==> src/rtl/stage_if.sv <==
// Instruction-fetch stage with the IF/ID pipeline register.
// Keeps one fetch in flight on a request/ready memory port, presents
// registered pc/inst/valid to decode, and honours decode's stall and
// same-cycle branch/jump redirect.
//
// state | meaning
// IDLE  | just out of reset, first request not yet issued
// WAIT  | request outstanding at mem_addr, waiting for mem_ready
// HOLD  | fetched word parked in hold buffer while decode stalls
module stage_if #(
    parameter logic [31:0] RESET_PC    = 32'h0000_0000,
    parameter logic [31:0] BUBBLE_INST = 32'h0000_0000
) (
    input  logic        clk,
    input  logic        rst,
    input  logic        stall,
    input  logic        br,
    input  logic [31:0] br_addr,
    output logic        mem_req,
    output logic [31:0] mem_addr,
    input  logic        mem_ready,
    input  logic [31:0] mem_rdata,
    output logic [31:0] if_id_pc,
    output logic [31:0] if_id_inst,
    output logic        if_id_valid
);

    typedef enum logic [1:0] {
        IDLE = 2'd0,
        WAIT = 2'd1,
        HOLD = 2'd2
    } state_t;

    state_t      state, state_n;
    logic [31:0] fetch_pc, fetch_pc_n;
    logic [31:0] mem_addr_n;
    logic        mem_req_n;
    logic        discard, discard_n;
    logic [31:0] hold_pc, hold_pc_n;
    logic [31:0] hold_inst, hold_inst_n;
    logic [31:0] if_pc_n, if_inst_n;
    logic        if_valid_n;

    // Redirect targets are forced word-aligned; the low two bits are dropped.
    logic [31:0] target;
    logic [31:0] addr_inc;
    logic [31:0] hold_inc;

    assign target   = br_addr & ~32'h0000_0003;
    assign addr_inc = mem_addr + 32'd4;
    assign hold_inc = hold_pc + 32'd4;

    // State and datapath registers; reset abandons any outstanding request.
    always_ff @(posedge clk or posedge rst) begin
        if (rst) begin
            state       <= IDLE;
            fetch_pc    <= RESET_PC;
            mem_addr    <= 32'h0000_0000;
            mem_req     <= 1'b0;
            discard     <= 1'b0;
            hold_pc     <= 32'h0000_0000;
            hold_inst   <= BUBBLE_INST;
            if_id_pc    <= 32'h0000_0000;
            if_id_inst  <= BUBBLE_INST;
            if_id_valid <= 1'b0;
        end else begin
            state       <= state_n;
            fetch_pc    <= fetch_pc_n;
            mem_addr    <= mem_addr_n;
            mem_req     <= mem_req_n;
            discard     <= discard_n;
            hold_pc     <= hold_pc_n;
            hold_inst   <= hold_inst_n;
            if_id_pc    <= if_pc_n;
            if_id_inst  <= if_inst_n;
            if_id_valid <= if_valid_n;
        end
    end

    // Next-state and next-register values; everything holds by default.
    always_comb begin
        state_n     = state;
        fetch_pc_n  = fetch_pc;
        mem_addr_n  = mem_addr;
        mem_req_n   = mem_req;
        discard_n   = discard;
        hold_pc_n   = hold_pc;
        hold_inst_n = hold_inst;
        if_pc_n     = if_id_pc;
        if_inst_n   = if_id_inst;
        if_valid_n  = if_id_valid;

        case (state)
            IDLE: begin
                mem_req_n  = 1'b1;
                mem_addr_n = fetch_pc;
                state_n    = WAIT;
            end

            WAIT: begin
                if (stall) begin
                    // IF/ID frozen; a returning word is either stale or parked.
                    if (mem_ready) begin
                        if (discard) begin
                            discard_n  = 1'b0;
                            mem_addr_n = fetch_pc;
                        end else begin
                            hold_pc_n   = mem_addr;
                            hold_inst_n = mem_rdata;
                            mem_req_n   = 1'b0;
                            state_n     = HOLD;
                        end
                    end
                end else begin
                    if_inst_n  = BUBBLE_INST;
                    if_valid_n = 1'b0;
                    if (br) begin
                        fetch_pc_n = target;
                        if (mem_ready) begin
                            mem_addr_n = target;
                            discard_n  = 1'b0;
                        end else begin
                            // Request in flight must complete before the
                            // address may change; its data will be dropped.
                            discard_n = 1'b1;
                        end
                    end else if (mem_ready) begin
                        if (discard) begin
                            discard_n  = 1'b0;
                            mem_addr_n = fetch_pc;
                        end else begin
                            if_pc_n    = mem_addr;
                            if_inst_n  = mem_rdata;
                            if_valid_n = 1'b1;
                            fetch_pc_n = addr_inc;
                            mem_addr_n = addr_inc;
                        end
                    end
                end
            end

            HOLD: begin
                if (!stall) begin
                    mem_req_n = 1'b1;
                    state_n   = WAIT;
                    if (br) begin
                        if_inst_n  = BUBBLE_INST;
                        if_valid_n = 1'b0;
                        fetch_pc_n = target;
                        mem_addr_n = target;
                    end else begin
                        if_pc_n    = hold_pc;
                        if_inst_n  = hold_inst;
                        if_valid_n = 1'b1;
                        fetch_pc_n = hold_inc;
                        mem_addr_n = hold_inc;
                    end
                end
            end

            default: begin
                state_n = IDLE;
            end
        endcase
    end

endmodule

==> config.mk <==
export PLATFORM = sky130hd
export DESIGN_NAME = stage_if
export DESIGN_NICKNAME = d
export VERILOG_FILES = /design/src/rtl/stage_if.sv
export SDC_FILE = /design/constraint.sdc
export NUM_CORES = 1
export LEC_CHECK = 0
export BUFFER_PORTS_ARGS = -buffer_cell sky130_fd_sc_hd__buf_2
export CAP_MARGIN = 20
export CORE_MARGIN = 3
export CORE_UTILIZATION = 30
export CTS_CLUSTER_SIZE = 20
export DETAILED_ROUTE_END_ITERATION = 8
export SYNTH_ARGS = -nofsm -noshare
export SYNTH_HDL_FRONTEND = slang
export SYNTH_SLANG_ARGS = --single-unit
export TNS_END_PERCENT = 5
==> constraint.sdc <==
create_clock -name clk -period 8.65 [get_ports clk]
set_clock_uncertainty 0.15 [all_clocks]
set_input_delay 0.4325 -clock clk [delete_from_list [all_inputs] [get_ports clk]]
set_output_delay 0.4325 -clock clk [all_outputs]
set_load 0.05 [all_outputs]
### Yosys cells after proc, flatten, opt, wreduce, memory -nomap -nowiden

Index checks and enable logic that the tools add are counted.

| storage, ports and cells | value |
|---|---|
| register bits | 197 |
| input port bits | 69 |
| output and inout bits | 98 |
| logic and storage cells | 82 |

| cells by class | value |
|---|---|
| $add $sub $neg | 2 |
| equality and inequality tests | 11 |
| muxes and demuxes | 48 |
| bitwise operators | 1 |
| reduce and logical (&&, ||, !) cells | 10 |

Operators with widths:

| operator | number |
|---|---|
| $mux 32 | 23 |
| $pmux 32 s2 | 3 |
| $pmux 32 s3 | 1 |
| $add 32x3->32 const B | 2 |
| $reduce_and 4->1 | 4 |
| $mux 1 | 14 |
| $ne 2x2->1 const B | 7 |
| $mux 2 | 4 |
| $reduce_and 7->1 | 1 |
| $ne 3x3->1 const B | 2 |
| $pmux 2 s3 | 1 |
| $reduce_and 5->1 | 1 |
| $pmux 1 s3 | 1 |
| $reduce_and 3->1 | 1 |
| $reduce_bool 3->1 | 1 |
| $eq 2x1->1 const B | 1 |
| $eq 2x2->1 const B | 1 |
| $logic_not 2->1 | 1 |
| $pmux 1 s2 | 1 |
| $reduce_bool 2->1 | 1 |
| $not 1->1 | 1 |

### Longest topological paths before layout

Gate-level depths: netlist of the first run.

| logic depth | value |
|---|---|
| depth in word-level cells | 6 |
| depth in mapped cells | 10 |
| mapped depth without buffers | 8 |

### Least setup slack after synthesis of the first run

OpenSTA, ideal clock, no wires.

| path | value |
|---|---|
| path kind | flip-flop to flip-flop |
| start point | register mem_addr[2] |
| end point | register mem_addr[16] |
| setup time | 0.134 ns |
| data arrival time | 2.460 ns |
| required time | 8.366 ns |
| setup slack | 5.906 ns |
| stages on the path, launching flop included | 8 |
| buffers on the path | 0 |
| period minus slack after synthesis | 2.744 ns |
| path through | dfrtp_1 > ha_1 > nand4_1 > or4_1 > xnor2_1 > a21o_1 > a2111oi_0 > nor3_1 |

| on the way | value |
|---|---|
| cells in the longest elaborated chain, start to end | 6 |

Ends and longest elaborated chain:

| item | RTL line | source |
|---|---|---|
| start, declared | 20 | `output logic [31:0] mem_addr,` |
| start signal, assigned | 69 | `mem_addr <= mem_addr_n;` |
| $add 32x3->32 | 50 | `assign addr_inc = mem_addr + 32'd4;` |
| $mux 32 | 128 | `if (discard) begin` |
| $mux 32 | n/a |  |
| $mux 32 | 117 | `if (br) begin` |
| $mux 32 | 101 | `if (stall) begin` |
| $pmux 32 s3 | 93 | `case (state)` |

Every way passes these cells. The select of a mux whose other input is x is not followed.
A chain may end at the register's enable or synchronous reset.

### Worst setup path after layout of the first run

| path | value |
|---|---|
| start point | register state[0] |
| end point | register mem_addr[16] |

| on the way | value |
|---|---|
| cells in the longest elaborated chain, start to end | 3 |
| elaborated cells between the ends (all ways) | 9 |
| those cells by class | eq/ne (5); mux (1); reduce/logical (3) |

Ends and longest elaborated chain:

| item | RTL line | source |
|---|---|---|
| start, declared | 34 | `state_t state, state_n;` |
| start signal, assigned | 67 | `state <= state_n;` |
| $eq 2x1->1, or another cell as far along | 93 |  |
| $ne 3x3->1 (no source line), or another cell as far along | n/a |  |
| $reduce_and 4->1 (no source line) | n/a |  |

Parallel ways exist; a longest one is shown, timed or not.

==> results of run 1 <==
layout by cell type (no fill, tap or decap), types with 6 or more instances in the layout:
| cell type | count |
|---|---|
| nor3_1 | 28 |
| nor2_1 | 74 |
| a22o_1 | 6 |
| xnor2_1 | 25 |
| nand2b_1 | 12 |
| a22oi_1 | 37 |
| nor4_1 | 6 |
| xor2_1 | 20 |
| a221oi_1 | 16 |
| o21ai_0 | 148 |
| nand3_1 | 17 |
| mux2_2 | 65 |
| o211ai_1 | 15 |
| o31ai_1 | 7 |
| mux2i_1 | 44 |
| a21oi_1 | 36 |
| a21boi_0 | 6 |
| clkbuf_16 | 17 |
| or3_1 | 21 |
| a211oi_1 | 12 |
| buf_4 | 16 |
| buf_2 | 164 |
| nand4_1 | 21 |
| a31oi_1 | 17 |
| nand2_1 | 164 |
| dfrtp_1 | 197 |
| or4_1 | 6 |
| and4_1 | 6 |
| inv_1 | 17 |
routing by layer:
| layer | global-route usage | vias up | share of wire |
|---|---|---|---|
| met5 | 0 | - | 0.0019 |
| met4 | 0.0726 | 8 | 0.033 |
| met3 | 0.0594 | 90 | 0.097 |
| met2 | 0.293 | 489 | 0.44 |
| met1 | 0.254 | 4875 | 0.42 |
| li1 | - | 4599 | - |
worst max path at each step:
stage               startpoint            to  slack, ns  depth (start not counted)
floorplan                  rst       discard       2.70                          1
global placement      state[0]   if_id_pc[5]       4.83                         10
detailed placement    state[0]   if_id_pc[2]       4.77                         10
CTS                   state[0]   if_id_pc[2]       4.77                         10
global route          state[0]   if_id_pc[2]       4.47                         10
finish                state[0]  mem_addr[16]       4.73                          7
registers in the layout, indices dropped and copies added (netlist names):
name and cells:
fetch_pc 32, discard 1, if_id_pc 32, if_id_inst 32, mem_req 1, state 2, hold_inst 32, if_id_valid 1
mem_addr 32, hold_pc 32
area by class of cell:
cell class | instances | area [um2]
Antenna cell | 2 | 5.00
Clock buffer | 19 | 443
Clock inverter | 11 | 104
Fill cell | 3699 | 23100
Inverter | 19 | 78.8
Multi-Input combinational cell | 894 | 5720
Sequential cell | 197 | 4930
Tap cell | 461 | 577
Timing Repair Buffer | 180 | 941
kinds of logic after synthesis:
kind of cell               Yosys count  share of synthesized area
buffers and inverters              116                     0.0407
DFF                                197                      0.447
muxes                              109                      0.106
AOI/OAI and AO/OA                  357                      0.207
adders and majority gates            6                    0.00680
and+or+nand+nor                    377                      0.157
xor gates and xnor gates            45                     0.0357
through the flow:
stage               hold slack [ns]  power [W]  worst slack [ns]   util  area [um2]
floorplan                     0.318    0.00399              2.70      -       11000
global placement              0.307    0.00482              4.83  0.341       12200
detailed placement            0.315    0.00489              4.77  0.341       12200
CTS                         0.00320    0.00569              4.77  0.356       12800
global route                 0.0250    0.00605              4.47  0.356       12800
finish                       0.0128    0.00569              4.73  0.356       12800
worst max-delay path, cell delays in order (launching register included):
cell	delay [ns]
dfrtp_1	0.41
inv_1	0.10
ha_4	0.32
o21ai_0	0.35
o311a_2	0.85
nand2_1	0.88
a2111oi_0	0.64
nor3_1	0.08
power groups by stage:
stage / logic (W) / registers [W] / clock network, W
final: 0.00302 / 0.00188 / 0.000784
after global routing: 0.00326 / 0.00196 / 0.000835
after CTS: 0.00301 / 0.00187 / 0.000801
after detailed placement: 0.00300 / 0.00189 / 0
after global placement: 0.00295 / 0.00187 / 0
after floorplan: 0.00156 / 0.00244 / 0
==> metrics.md, run 1 <==
| Metric | Value |
|---|---|
| Endpoints failing hold | `0` |
| Crit end category | `flip-flop` |
| Routed vias | `between 10000 and 15000` |
| Max Slew Vio Count | `0` |
| R2R depth | `7` |
| Final WL | `approximately 38000 um` |
| VDD IR max | `roughly 240 uV` |
| Initial antenna violation count | `7` |
| Vias in the first global route | `about 10000` |
| Switch share | `0.523` |
| Setup bufs post-CTS | `0` |
| Antenna Nets Post-Route | `0` |
| Residual DRC | `0` |
| Netlist cell types | `64` |
| Worst reg2reg setup slack | `roughly 4.7 ns` |
| Clock tree buffer depth | `2` |
| Main flop type after synthesis | `dfrtp_1` |
| TritonRoute pass-1 iters | `7` |
| Pwr per Cell Area | `roughly 440 mW/mm2` |
| Drt initial violations | `around 850` |
| Die area | `between 0.03 and 0.04 mm2` |
| Setup CP Type | `reg -> reg` |
| Wirelength per Cell | `roughly 21 um` |
| Register share of total power | `0.331` |
| Synthesis-to-layout area growth | `15.9%` |
| Net Sw Power | `0.00297 W` |
| # setup viols final | `0` |
| Die width | `between 150 and 200 um` |
| Worst Hold Depth | `2` |
| Clock share of power | `0.138` |
| WP data required | `approximately 8.8 ns` |
| CTS clk-pin slew, worst paths | `~0.080 ns` |
| CP max FO | `36` |
| First-pass GRT wire length | `58100 um` |
| Logic pwr share | `0.532` |
| Synth Register Bits | `roughly 200` |
| Post-synth top area share | `0.447` |
| RePlAce Congestion | `between 0.9 and 1` |
| Syn. warnings | `0` |
| Worst Hold End | `discard` |
| Max-cap violation count | `0` |
| GRT overflow | `0` |
| Rows | `69` |
| Number of synthesized flops with an enable pin | `0` |
| Vias per cell | `roughly 5.6` |
| TritonCTS clock tree | `done` |
| Post-Layout Cell Count | `1783` |
| Top-count cell post-synth | `dfrtp_1` |
| Ranking of synthesized cells by area | `dfrtp_1 45%, o21ai_0 6.7%, mux2_2 6.6%` |
| Placed Cells | `~1800` |
| # H-tree levels | `4` |
| Nets | `approximately 1400` |
| HP Class | `in -> reg` |
| Syn avg cell area | `9.15 um2` |
| Mapped Cells | `around 1200` |
| Cts bufs inserted | `17` |
| Unrepaired setup endpoints after global routing | `false` |
| IO Pins | `~170` |
| Core Footprint | `roughly 0.036 mm2` |
| Proportion of layout cells with a drive suffix above 1 | `0.221` |
| Status | `completed` |
| Clock Root Buffer | `clkbuf_16` |
| CTS sink cnt | `around 200` |
| Tmin final | `around 4 ns` |
| Internal power | `0.00271 W` |
| Relative slew slack | `0.270` |
| Largest net degree at the start of global routing | `129` |
| Gates resized, CTS repair | `0` |
| Hold_buf cts | `0` |
| Critical Path AT | `4.11 ns` |
| I/O Buffers | `approximately 160` |
| Slew @ Worst Pin | `between 1 and 1.5 ns` |
| Syn nets | `1282` |
| Hold Startpoint | `mem_ready` |
| Mapped Area | `0.0110 mm2` |
| Fin Setup TNS | `0 ns` |
| Crit path launch type | `flip-flop` |
| Starting Density | `0.307` |
| Leakage | `5.34 nW` |
| Die H | `slightly below 200 um` |
| Worst-skew pair later-pin latency | `around 0.46 ns` |
| F_max | `between 200 and 300 MHz` |
| DP Wirelength | `between 20000 and 25000 um` |
| Post-synth ARST share | `1.00` |
| Reg2reg start | `state[0]` |
| Register area share after synthesis | `0.447` |
| Tcrit/Tclk final | `0.453` |
| Top post-synthesis cells by count | `197 x dfrtp_1, 165 x nand2_1, 148 x o21ai_0` |
| Post-synth top area cell | `dfrtp_1` |
| FF-to-FF End | `mem_addr[16]` |
| Gr usage total | `0.191` |
No activity file was read; power rests on OpenSTA's default activity.
==> run 2, diff against run 1 <==
--- a/config.mk
+++ b/config.mk
@@ -5,6 +5,7 @@
 export SDC_FILE = /design/constraint.sdc
 export NUM_CORES = 1
 export LEC_CHECK = 0
+export ABC_AREA = 1
 export BUFFER_PORTS_ARGS = -buffer_cell sky130_fd_sc_hd__buf_2
 export CAP_MARGIN = 20
 export CORE_MARGIN = 3
==> constraint.sdc (replaced) <==
create_clock -name clk -period 3.5 [get_ports clk]
set_clock_uncertainty 0.15 [all_clocks]
set_input_delay 0.175 -clock clk [delete_from_list [all_inputs] [get_ports clk]]
set_output_delay 0.175 -clock clk [all_outputs]
set_load 0.05 [all_outputs]
==> run 2 against run 1 <==
Compared with the run above:
- critical endpoint is now hold_pc[9]
- clock-buffer cell count shrank 2
- sequential power up 150%
- critical path type unchanged
- register-to-register slack worse by 3.9 ns
- hold slack worse by 0.0041 ns
- critical path depth up 1
- via count increased by 16%
- cell count rose by 31%
- power grew to 2.6 times the previous value
- highest routed layer unchanged
- global-route usage grew 0.44 points
- fmax increased by 50%
==> metrics.md, run 2 <==
| Metric | Value |
|---|---|
| Status | `completed` |
| # H-tree levels | `4 (unchanged)` |
| CP max FO | `62 (+72%)` |
| GRT overflow | `0 (unchanged)` |
| Nets | `1882 (+36%)` |
| Netlist cell types | `38 (-41%)` |
| WP data required | `3.69 ns (-5.15 ns)` |
| CTS clk-pin slew, worst paths | `0.09 ns (about the same)` |
| Critical Path AT | `2.81 ns (-1.30 ns)` |
| Crit path launch type | `flip-flop` |
| Syn avg cell area | `7.08 um2 (-23%)` |
| Internal power | `0.00678 W (+150%)` |
| Cell chain of the critical path | `inv_1, ha_1, nand2_2, buf_4, inv_2, nand2_4, buf_4, o21ai_0` |
| CTS sink cnt | `197 (unchanged)` |
| Top-count cell post-synth | `nand2_1` |
| Clock share of power | `0.137 (about the same)` |
| Tcrit/Tclk final | `0.749 (+0.296)` |
| Main flop type after synthesis | `dfrtp_1` |
| TritonCTS clock tree | `done` |
| Logic pwr share | `0.549 (+0.017)` |
| Post-synth ARST share | `1.00 (unchanged)` |
| Top post-synthesis cells by count | `550 x nand2_1, 212 x nor2_1, 197 x dfrtp_1` |
| Register share of total power | `0.314 (-0.017)` |
| First-pass GRT wire length | `63100 um (+8.5%)` |
| Slowest stage delay, CP | `0.61 ns (-0.27 ns)` |
| Syn. warnings | `0 (unchanged)` |
| Max-cap violation count | `0 (unchanged)` |
| Number of synthesized flops with an enable pin | `0 (unchanged)` |
| Net Sw Power | `0.00804 W (+170%)` |
| Switch share | `0.543 (+0.0197)` |
| Vias in the first global route | `11018 (+9.8%)` |
| Pwr per Cell Area | `1060 mW/mm2 (+140%)` |
| HP Class | `in -> reg` |
| Residual DRC | `0 (unchanged)` |
| Commonest cells after routing, fill and taps aside | `549 x nand2_1, 209 x nor2_1, 197 x dfrtp_1, 164 x buf_2, 102 x inv_1` |
| Antenna Nets Post-Route | `0 (unchanged)` |
| Routed vias | `11664 (+16%)` |
| # setup viols final | `0 (unchanged)` |
| Slowest CP cell | `nand2_4` |
| Setup CP Type | `reg -> reg` |
| Starting Density | `0.306 (-0.00166)` |
| I/O Buffers | `164 (unchanged)` |
| Slew @ Worst Pin | `0.812 ns (-0.280 ns)` |
| VDD IR max | `398 uV (+67%)` |
| Post-synth top area share | `0.427 (-0.0195)` |
| Power, Total | `0.0148 W (+160%)` |
| Syn nets | `1706 (+33%)` |
| Setup bufs post-CTS | `0 (unchanged)` |
| Mapped Cells | `1631 (+35%)` |
| IO Pins | `167 (unchanged)` |
| Post-synth top area cell | `dfrtp_1` |
| Drt initial violations | `1104 (+29%)` |
| Proportion of layout cells with a drive suffix above 1 | `0.160 (-0.0613)` |
| Mapped Area | `0.0115 mm2 (+4.6%)` |
| Fin Setup TNS | `0 ns (unchanged)` |
| Gr usage total | `0.196 (+0.00442)` |
| Buf/Inv on CP | `4 (+3)` |
| Placed Cells | `2249 (+28%)` |
| Crit end category | `flip-flop` |
| CP most frequent cell | `buf_4` |
| Max Slew Vio Count | `0 (unchanged)` |
| Worst-skew pair later-pin latency | `0.47 ns (about the same)` |
| F_max | `381 MHz (+50%)` |
| Wirelength per Cell | `17.3 um (-18%)` |
| Post-Layout Cell Count | `2331 (+31%)` |
| Largest net degree at the start of global routing | `76 (-41%)` |
| Register area share after synthesis | `0.427 (-0.0195)` |
| TritonRoute pass-1 iters | `7 (unchanged)` |
| Inserted Diodes | `0 (-2)` |
| Tmin final | `2.62 ns (-1.30 ns)` |
| Synth Register Bits | `197 (unchanged)` |
| Die width | `202 um (+2.2%)` |
| DP Wirelength | `28900 um (+17%)` |
| Fill cells | `3891 (+5.2%)` |
| Cts bufs inserted | `17 (unchanged)` |
| Rows | `71 (+2.9%)` |
| Most common cell after layout, fill and taps aside | `nand2_1` |
| Unrepaired setup endpoints after global routing | `false` |
| Clock tree buffer depth | `2 (unchanged)` |
| Die area | `0.0409 mm2 (+4.4%)` |
| Leakage | `6.52 nW (+22%)` |
| Clock Root Buffer | `clkbuf_16` |
| RePlAce Congestion | `0.914 (+1.2%)` |
| Core Footprint | `0.0378 mm2 (+5.1%)` |
| Vias per cell | `5.00 (-11%)` |
| Synthesis-to-layout area growth | `21.7%` |
| Final WL | `40400 um (+7.2%)` |
| Die H | `202 um (+2.2%)` |
| Endpoints failing hold | `0 (unchanged)` |
| Kind of cell adding the most delay to the critical path | `buffers and inverters` |
| Relative slew slack | `0.459 (+0.189)` |
| Ranking of synthesized cells by area | `dfrtp_1 43%, nand2_1 18%, nor2_1 6.9%` |
| Initial antenna violation count | `1 (-6)` |
run 2: power groups by stage:
stage	registers, W	clock network [W]	logic, W
6_report	0.00465	0.00202	0.00814
5_1_grt	0.00480	0.00215	0.00895
4_1_cts	0.00464	0.00207	0.00808
3_5_place_dp	0.00468	0	0.00802
3_3_place_gp	0.00464	0	0.00791
2_1_floorplan	0.00625	0	0.00404
run 2: cell families (layout without fill, tap and decap cells):
family / Yosys count / count (layout) / share of synthesized area
compound gates: 291 / 291 / 0.140
xor+xnor: 12 / 12 / 0.00911
fa+ha+maj: 6 / 6 / 0.00650
buf+inv: 193 / 382 / 0.0683
flops: 197 / 197 / 0.427
mux: 34 / 34 / 0.0332
simple gates: 898 / 898 / 0.316
run 2: through the flow:
| stage | hold slack, ns | setup slack, ns | utilization | cell area (um2) |
|---|---|---|---|---|
| final | 0.00871 | 0.878 | 0.372 | 14000 |
| after global routing | 0.0441 | 0.686 | 0.372 | 14000 |
| after CTS | 0.00593 | 0.823 | 0.371 | 14000 |
| after detailed placement | 0.0592 | 0.842 | 0.343 | 12900 |
| after global placement | 0.0577 | 0.845 | 0.343 | 12900 |
| after floorplan | 0.170 | 0.629 | - | 11500 |
run 2: final cells by class:
| cell class | instances | area [um2] | area share |
|---|---|---|---|
| Clock buffer | 17 | 425 | 0.0303 |
| Tap cell | 511 | 639 | 0.0455 |
| Sequential cell | 197 | 4930 | 0.351 |
| Multi-Input combinational cell | 1241 | 5870 | 0.418 |
| Clock inverter | 15 | 168 | 0.0119 |
| Inverter | 108 | 409 | 0.0291 |
| Timing Repair Buffer | 242 | 1600 | 0.114 |
run 2: worst min-delay path, cell delays in order:
cell and delay, ns:
buf_2 0.07, nor2_1 0.04, inv_1 0.09, nand3_1 0.08, a31oi_1 0.12
run 2: path summary, 6_finish.rpt:
check	slack (ns)	cells after the start	end	startpoint
setup / recovery	0.88	8	hold_pc[9]	state[1]
hold / removal	0.009	5	fetch_pc[8]	br_addr[8]
setup reg to reg	0.88	8	hold_pc[9]	state[1]
hold reg to reg	0.36	1	hold_inst[18]	hold_inst[18]
max in group asynchronous	2.29	4	mem_addr[17]	rst
min in group asynchronous	0.11	3	fetch_pc[9]	rst
run 2: repair_timing:
item | in CTS | in global routing
resized for setup | 0 | 0
endpoints found under the setup margin | 0 | 0
endpoints found under the hold margin | 217 | 0
hold buffers | 49 | 0
run 2: routing by layer:
metal / share of wire / global-route usage / wire length [um]
met5: 0.00017 / 0 / 7
met4: 0.015 / 0.0502 / 593
met3: 0.086 / 0.0416 / 3470
met2: 0.44 / 0.299 / 17800
met1: 0.46 / 0.282 / 18500
==> run 3, diff against run 2 <==
--- a/config.mk
+++ b/config.mk
@@ -5,7 +5,7 @@
 export SDC_FILE = /design/constraint.sdc
 export NUM_CORES = 1
 export LEC_CHECK = 0
-export ABC_AREA = 1
+export ABC_AREA = 0
 export BUFFER_PORTS_ARGS = -buffer_cell sky130_fd_sc_hd__buf_2
 export CAP_MARGIN = 20
 export CORE_MARGIN = 3
==> constraint.sdc (replaced) <==
create_clock -name clk -period 2.4 [get_ports clk]
set_clock_uncertainty 0.15 [all_clocks]
set_input_delay 0.12 -clock clk [delete_from_list [all_inputs] [get_ports clk]]
set_output_delay 0.12 -clock clk [all_outputs]
set_load 0.05 [all_outputs]
==> run 3 against run 2 <==
Compared with the run above:
- register-to-register slack got worse by 0.83 ns
- largest power group unchanged
- hold slack better by 0.018 ns
- fmax up 12%
==> metrics.md, run 3 (synthesis gave the netlist of run 1 again) <==
| Metric | Value |
|---|---|
| Kind of cell adding the most delay to the critical path | `simple AND/OR/NAND/NOR gates` |
| Inserted Diodes | `0 (unchanged)` |
| Antenna Nets Post-Route | `0 (unchanged)` |
| TritonCTS clock tree | `done` |
| Gr usage total | `0.200 (+0.00425)` |
| IO Pins | `167 (unchanged)` |
| Slowest CP cell | `or3_1` |
| Die H | `198 um (-2.1%)` |
| Fin util | `0.405 (+0.0331)` |
| Routed vias | `10670 (-8.5%)` |
| Largest net degree at the start of global routing | `67 (-12%)` |
| VDD IR max | `734 uV (+84%)` |
| Power, Total | `0.0226 W (+53%)` |
| I/O Buffers | `164 (unchanged)` |
| Residual DRC | `0 (unchanged)` |
| Most common cell after layout, fill and taps aside | `dfrtp_1` |
| Vias in the first global route | `10498 (-4.7%)` |
| Leakage | `6.26 nW (-4.1%)` |
| CTS clk-pin slew, worst paths | `0.08 ns (about the same)` |
| Crit path launch type | `flip-flop` |
| Dpl ws | `-0.138 ns (-0.980 ns)` |
| Unrepaired setup endpoints after global routing | `true` |
| Worst Hold End | `mem_addr[11]` |
| FF-to-FF End | `mem_addr[22]` |
| Drt initial violations | `932 (-16%)` |
| Cell chain of the critical path | `ha_1, nand4_1, or3_1, or3_1, a21oi_1, o21ai_0, a311oi_1` |
| Synthesis-to-layout area growth | `31.8%` |
| CP max FO | `4 (-94%)` |
| Hold Startpoint | `br_addr[11]` |
| TritonRoute pass-1 iters | `6 (-1)` |
| # H-tree levels | `4 (unchanged)` |
| Critical Path AT | `2.55 ns (-0.26 ns)` |
| Final WL | `39000 um (-3.4%)` |
| HP Class | `in -> reg` |
| Endpoints failing hold | `0 (unchanged)` |
| R2R depth | `7 (-1)` |
| Register area | `0.00493 mm2 (unchanged)` |
| Buf/Inv on CP | `0 (-4)` |
| Reg2reg start | `mem_addr[2]` |
| Setup WS post-layout | `0.0514 ns (-0.826 ns)` |
| Max-cap violation count | `0 (unchanged)` |
| Status | `completed` |
| Cts bufs inserted | `17 (unchanged)` |
| GRT overflow | `0 (unchanged)` |
| DP Wirelength | `27500 um (-4.5%)` |
| Crit end category | `flip-flop` |
| RePlAce Congestion | `0.906 (-0.90%)` |
| F_max | `426 MHz (+12%)` |
| Setup CP Type | `reg -> reg` |
| Vias per cell | `5.47 (+9.2%)` |
| CTS sink cnt | `197 (unchanged)` |
| Relative slew slack | `0.535 (+0.0763)` |
| Slew @ Worst Pin | `0.695 ns (-0.117 ns)` |
| Commonest cells after routing, fill and taps aside | `197 x dfrtp_1, 164 x buf_2, 162 x nand2_1, 147 x o21ai_0, 118 x buf_4` |
| Clock tree buffer depth | `2 (unchanged)` |
| Tmin final | `2.35 ns (-0.274 ns)` |
| Proportion of layout cells with a drive suffix above 1 | `0.283 (+0.123)` |
| Setup bufs post-CTS | `0 (unchanged)` |
| Multi-input gate area | `0.00578 mm2 (-1.5%)` |
| Nets | `1556 (-17%)` |
| Core Footprint | `0.0359 mm2 (-4.9%)` |
| Worst reg2reg setup slack | `0.05 ns (-0.83 ns)` |
| Tcrit/Tclk final | `0.979 (+0.229)` |
| Fin Setup TNS | `0 ns (unchanged)` |
| Die width | `198 um (-2.1%)` |
| Rows | `69 (-2.8%)` |
| WP data required | `2.60 ns (-1.09 ns)` |
| Initial antenna violation count | `2 (+1)` |
| Fill cells | `3579 (-8.0%)` |
| Worst path depth | `7 (-1)` |
| Met2 routed WL | `17700 um (-0.59%)` |
| Max Slew Vio Count | `0 (unchanged)` |
| Starting Density | `0.307 (+0.00166)` |
| # setup viols final | `0 (unchanged)` |
| Top Metal Used | `met5` |
| Clock Root Buffer | `clkbuf_16` |
| Worst Hold Depth | `5 (unchanged)` |
| Worst-skew pair later-pin latency | `0.45 ns (-0.02 ns)` |
| Metal1 wirelength | `16700 um (-9.5%)` |
| CP most frequent cell | `or3_1` |
| Hold slack | `0.0263 ns (+0.0176 ns)` |
| First-pass GRT wire length | `61100 um (-3.2%)` |
| Pwr per Cell Area | `1550 mW/mm2 (+47%)` |
| Die area | `0.0391 mm2 (-4.2%)` |
| Met3 WL | `3480 um (+0.43%)` |
| Wirelength per Cell | `20.0 um (+15%)` |
| Slowest stage delay, CP | `0.43 ns (-0.18 ns)` |
-- run 3: repair_timing --
item                                    in CTS  in global routing
endpoints found under the setup margin      14                 27
pin swaps                                    2                  8
hold endpoints to repair                   295                  0
resized for setup                            3                 18
hold buffers                                57                  0
-- run 3: worst max-delay path by stage --
| stage | start | endpoint |
|---|---|---|
| final | mem_addr[2] | mem_addr[22] |
| after global routing | mem_addr[3] | mem_addr[22] |
| after CTS | hold_pc[3] | fetch_pc[14] |
| after detailed placement | state[0] | mem_addr[30] |
| after global placement | state[0] | mem_addr[30] |
| after floorplan | rst | discard |
-- run 3: layer usage --
| layer | global-route usage | up-vias |
|---|---|---|
| met1 | 0.267 | 5148 |
| met2 | 0.315 | 503 |
| li1 | - | 4938 |
| met5 | 0 | - |
| met4 | 0.0653 | 4 |
| met3 | 0.0553 | 77 |
-- run 3: stage by stage --
step / cell area (um2) / instances
after CTS: 14500 / 1952
after detailed placement: 13200 / 1866
after global placement: 13200 / 1866
final: 14500 / 1952
after global routing: 14500 / 1952
after floorplan: 11000 / 1207
-- run 3: final cells by class --
class,count,area share
Multi-Input combinational cell,894,0.398
Timing Repair Buffer,352,0.174
Sequential cell,197,0.339
Clock inverter,12,0.0156
Clock buffer,17,0.0292
Tap cell,461,0.0397
Inverter,19,0.00516
-- run 3: worst min-delay path: stages --
cell	delay (ns)
buf_2	0.10
inv_1	0.10
a21boi_0	0.10
o221ai_1	0.07
a311oi_1	0.10
-- run 3: report_power, final --
part,total [W],internal (W),switching (W)
Combinational,0.0132,0.00464,0.00855
Clock,0.00331,0.00195,0.00136
Sequential,0.00610,0.00498,0.00112
